### config.mk
export PLATFORM = sky130hd
export DESIGN_NAME = traffic_phase_ctrl
export DESIGN_NICKNAME = d
export VERILOG_FILES = /design/src/rtl/light_seq_pkg.sv /design/src/rtl/tick_prescaler.sv /design/src/rtl/traffic_phase_ctrl.sv
export SDC_FILE = /design/constraint.sdc
export NUM_CORES = 1
export LEC_CHECK = 0
export CAP_MARGIN = 20
export CORE_MARGIN = 5
export CORE_UTILIZATION = 56
export DETAILED_ROUTE_END_ITERATION = 16
export PLACE_DENSITY = 0.8
export SYNTH_ARGS = -nofsm -noshare
export SYNTH_HDL_FRONTEND = slang
export SYNTH_SLANG_ARGS = --single-unit
### constraint.sdc
create_clock -name clk -period 2.5 [get_ports clk]
set_input_delay 0.5 -clock clk [delete_from_list [all_inputs] [get_ports clk]]
set_output_delay 0.5 -clock clk [all_outputs]
set_load 0.02 [all_outputs]
### src/rtl/light_seq_pkg.sv
// Shared types and default timing for the three-lamp phase sequencer.
// Phase encoding matches the external 2-bit phase output.
package light_seq_pkg;

    typedef enum logic [1:0] {
        RED   = 2'd0,
        GREEN = 2'd1,
        AMBER = 2'd2
    } phase_t;

    localparam int unsigned DEF_PRESCALE    = 65536;
    localparam int unsigned DEF_RED_TICKS   = 6;
    localparam int unsigned DEF_GREEN_TICKS = 8;
    localparam int unsigned DEF_AMBER_TICKS = 2;
    localparam int unsigned DEF_GREEN_MIN   = 3;

    // Bits needed to hold 0..n-1 (at least one bit).
    function automatic int unsigned cnt_width(input int unsigned n);
        return (n <= 1) ? 1 : $clog2(n);
    endfunction

    function automatic int unsigned max3(input int unsigned a, input int unsigned b,
                                         input int unsigned c);
        int unsigned m;
        m = (a > b) ? a : b;
        return (m > c) ? m : c;
    endfunction

endpackage

### src/rtl/tick_prescaler.sv
// Clock-enable prescaler: one-cycle tick every PRESCALE enabled clk cycles.
// Count and tick both hold while en is low.
module tick_prescaler
    import light_seq_pkg::*;
#(
    parameter int unsigned PRESCALE = DEF_PRESCALE
) (
    input  logic clk,
    input  logic reset,
    input  logic en,
    output logic tick
);

    localparam int unsigned CW = cnt_width(PRESCALE);

    logic [CW-1:0] cnt_q;
    logic [CW-1:0] cnt_d;
    logic          wrap_c;

    always_comb begin
        wrap_c = (cnt_q == CW'(PRESCALE - 1));
        cnt_d  = cnt_q;
        if (en) begin
            cnt_d = wrap_c ? '0 : cnt_q + CW'(1);
        end
    end

    always_ff @(posedge clk or posedge reset) begin
        if (reset) begin
            cnt_q <= '0;
        end else begin
            cnt_q <= cnt_d;
        end
    end

    assign tick = en & wrap_c;

endmodule

### src/rtl/traffic_phase_ctrl.sv
// Red/green/amber phase sequencer with per-phase tick durations and a
// pedestrian request/acknowledge handshake that can shorten green.
module traffic_phase_ctrl
    import light_seq_pkg::*;
#(
    parameter int unsigned PRESCALE    = DEF_PRESCALE,
    parameter int unsigned RED_TICKS   = DEF_RED_TICKS,
    parameter int unsigned GREEN_TICKS = DEF_GREEN_TICKS,
    parameter int unsigned AMBER_TICKS = DEF_AMBER_TICKS,
    parameter int unsigned GREEN_MIN   = DEF_GREEN_MIN
) (
    input  logic       clk,
    input  logic       reset,
    input  logic       en,
    input  logic       ped_req,
    output logic       lamp_red,
    output logic       lamp_amber,
    output logic       lamp_green,
    output logic       walk,
    output logic       ped_ack,
    output logic [1:0] phase
);

    localparam int unsigned MAX_TICKS = max3(RED_TICKS, GREEN_TICKS, AMBER_TICKS);
    localparam int unsigned EW        = cnt_width(MAX_TICKS);

    logic          tick;
    phase_t        state_q,   state_d;
    logic [EW-1:0] elapsed_q, elapsed_d;
    logic          sync1_q,   sync2_q;
    logic          pend_q,    pend_d;
    logic          walk_q,    walk_d;
    logic          ack_q,     ack_d;
    logic          leave_c;

    tick_prescaler #(
        .PRESCALE(PRESCALE)
    ) u_prescaler (
        .clk  (clk),
        .reset(reset),
        .en   (en),
        .tick (tick)
    );

    // Next phase, elapsed-tick count and pedestrian handshake.
    always_comb begin
        state_d = state_q;
        walk_d  = walk_q;
        ack_d   = 1'b0;
        pend_d  = pend_q | (sync2_q & ~walk_q);
        leave_c = 1'b0;
        if (tick) begin
            case (state_q)
                RED: begin
                    if (elapsed_q == EW'(RED_TICKS - 1)) begin
                        state_d = GREEN;
                        walk_d  = 1'b0;
                        leave_c = 1'b1;
                    end
                end
                GREEN: begin
                    if ((elapsed_q == EW'(GREEN_TICKS - 1)) ||
                        (pend_q && (elapsed_q >= EW'(GREEN_MIN - 1)))) begin
                        state_d = AMBER;
                        leave_c = 1'b1;
                    end
                end
                AMBER: begin
                    if (elapsed_q == EW'(AMBER_TICKS - 1)) begin
                        state_d = RED;
                        leave_c = 1'b1;
                        // Serving the request overrides a same-cycle re-latch.
                        if (pend_q) begin
                            pend_d = 1'b0;
                            ack_d  = 1'b1;
                            walk_d = 1'b1;
                        end
                    end
                end
                default: begin
                    state_d = RED;
                    leave_c = 1'b1;
                end
            endcase
        end
        if (leave_c) begin
            elapsed_d = '0;
        end else if (tick) begin
            elapsed_d = elapsed_q + EW'(1);
        end else begin
            elapsed_d = elapsed_q;
        end
    end

    always_ff @(posedge clk or posedge reset) begin
        if (reset) begin
            state_q   <= RED;
            elapsed_q <= '0;
            sync1_q   <= 1'b0;
            sync2_q   <= 1'b0;
            pend_q    <= 1'b0;
            walk_q    <= 1'b0;
            ack_q     <= 1'b0;
        end else begin
            state_q   <= state_d;
            elapsed_q <= elapsed_d;
            sync1_q   <= ped_req;
            sync2_q   <= sync1_q;
            pend_q    <= pend_d;
            walk_q    <= walk_d;
            ack_q     <= ack_d;
        end
    end

    // Lamps decode straight from the phase register so exactly one is lit.
    always_comb begin
        lamp_red   = (state_q == RED);
        lamp_green = (state_q == GREEN);
        lamp_amber = (state_q == AMBER);
    end

    assign walk    = walk_q;
    assign ped_ack = ack_q;
    assign phase   = 2'(state_q);

endmodule

==> impl_results.md <==
* Fmax at 464.3 MHz
* Critical Path Start: phase[1]
* Reg2Reg Setup Slack at 540 ps
* Vias in the first global route at 949
* Tot Pwr at 903.5 uW
* Slew HR at 0.7440
* First drt pass iteration count at 4
* Fin. Hold Viols at 0
* Worst Tran Pin Value at 381.1 ps
* Cell taking the most area after synthesis: dfrtp_1
* Clk Tree Root Cell: clkbuf_4
* CP Data Required Time at 2000 ps
* # nets final at 147
* Leak Pwr at 0.0006263 uW
* Final wirelength at 2.267 mm
* Max Used Layer: met4
* Syn Area/Cell at 10.66 um2
* Post-route setup TNS at 0 ps
* Asr flop ratio synth at 1.000
* Placed cell area at 1445 um2
* Syn nets at 130
* Top cells by count, synth: dfrtp_1, nor2_1, xnor2_1
* CP Max Fanout at 9
* Synth top area share at 0.5044
* Type of the worst setup path: register to output port
* FF-to-FF End: walk
* CTS tree: built
* Initial antenna violation count at 0
* Largest net degree at the start of global routing at 20
* Post-cts sizing count at 0
* RSZ-0062 raised after global routing: false
* Seq/Total Area, Yosys at 0.5044
* Synth Instances at 121
* Syn. warnings at 0
* Max_cap viols at 0
* Count leader, synth: dfrtp_1
* Worst hold slack at 363.3 ps
* Setup-failing EPs final at 0
* ANT nets after route at 0
* Slew Viols, Final at 0
* Ports at 11
* Reg clk slew, reported paths at 140 ps
* Die height at 58.00 um
* Worst R2R Path Depth at 5
* Chip Width at 58.00 um
* Antenna Cells at 0
* First-pass GRT wire length at 4.181 mm
* P&R area growth vs syn at 14.84%
* Hold Path Class: register to register
* Worst Setup EP: lamp_amber
* Total grt overflow at 0
* Hold Buf Count CTS at 0
* Mapped Area at 1290 um2
* Wire length per cell at 13.74 um
* Top post-synthesis cells by area: dfrtp_1, xnor2_1, ha_1
* Placer congestion estimate at 0.7522
* Metal3 WL at 77 um
* Clk Latency, worst-skew pair at 320 ps
* Maximum vdd drop at 0.0004980 V
* Final Cell Area at 1481 um2
* Cell Rows at 17
* Post-DP HPWL at 1.728 mm
* Post CTS Setup Buffer Count at 0
* Setup crit start kind: register
* Pwr dens at 609.9 nW/um2
* H-tree depth at 1
* Clk_skew at 2.468 ps
* Post-synth EDFFs at 0
* Count of different cell masters after synthesis at 34
* Clock Path Buffers at 2
* Final period utilization at 0.8616
* Vias per cell at 5.673
* DRT iter0 DRCs at 16
* Arrival @ worst endpoint at 1650 ps
* Port Buffer Count at 10
* Initial Util at 0.5831
* Share of the core filled with cells at 0.6697
* Metal2 WL at 1.103 mm
* Total GRT Usage at 0.1576
* Remaining DRCs at 0
* Reg2reg start: u_prescaler.cnt_q[0]
* Total CTS buffers at 3
* Crit path capture type: output port
* Hold Path Depth at 0
* Wl on met1 at 1.058 mm
* Yosys reg bits at 26
* Layout cells sized above 1 at 0.1022
* Min Tclk post-route at 2154 ps
* Outcome: finished, final reports clean
* CTS Sinks at 26
* Die ar. at 3363 um2
* Vias at 936
* Ys flop type: dfrtp_1
* Core region area at 2212 um2
how the worst min path moves through the flow:
stage | start | end
floorplan | sync1_q | sync2_q
global placement | sync1_q | sync2_q
detailed placement | sync1_q | sync2_q
CTS | sync1_q | sync2_q
global route | sync1_q | sync2_q
finish | sync1_q | sync2_q
routing by layer:
| metal | track usage | up-vias |
|---|---|---|
| li1 | - | 463 |
| met3 | 0.02227 | 4 |
| met2 | 0.2629 | 20 |
| met4 | 0.06623 | 0 |
| met1 | 0.2043 | 449 |
| met5 | 0 | - |
cells in the final DEF (no fill, tap or decap), types with 2 or more instances in the layout:
master,n
nand3_1,3
o31ai_1,4
xnor2_1,12
nor4_1,2
clkdlybuf4s50_1,10
buf_4,4
clkbuf_4,3
inv_1,6
nor2b_1,3
nand2_1,5
xor2_1,2
dfrtp_1,26
and3_1,3
nand4_1,5
ha_1,5
nor3_1,4
o21ai_0,7
nor2_1,13
nand3_2,2
cell families after synthesis:
| kind of cell | synth area share |
|---|---|
| compound gates | 0.1125 |
| simple gates | 0.1979 |
| flops | 0.5044 |
| xor+xnor | 0.09506 |
| fa+ha+maj | 0.04850 |
| buf+inv | 0.02522 |
| mux | 0.01649 |
critical path: stages (launching register included):
cell and delay (ps):
dfrtp_1 500, nor2b_1 210, clkdlybuf4s50_1 630
through the flow:
step                      setup slack, ps  cells
after floorplan                     530.4    121
after global placement              236.0    161
after detailed placement            186.8    161
after CTS                           332.5    165
after global routing                238.5    165
final                               346.1    165
registers in the layout, summed over array words and instances, names as in the netlist:
name and flops:
u_prescaler.cnt_q 16, elapsed_q 3, phase 2, ped_ack 1
pend_q 1, sync1_q 1, sync2_q 1, walk 1
where the power goes:
group	switching [uW]	total [uW]	internal [uW]	leakage (uW)
registers	61.6	542	481	0.000331
logic	77.3	150	72.6	0.000274
clock network	122	211	89.0	0.0000210
final cells by class:
type,instances,area (um2)
inverter,6,22.52
tap,28,35.03
sequential,26,650.6
multi-input combinational,87,606.8
timing repair buffer,14,130.1
fill,187,730.7
clock buffer,4,36.28
(Power assumes the default switching activity.)
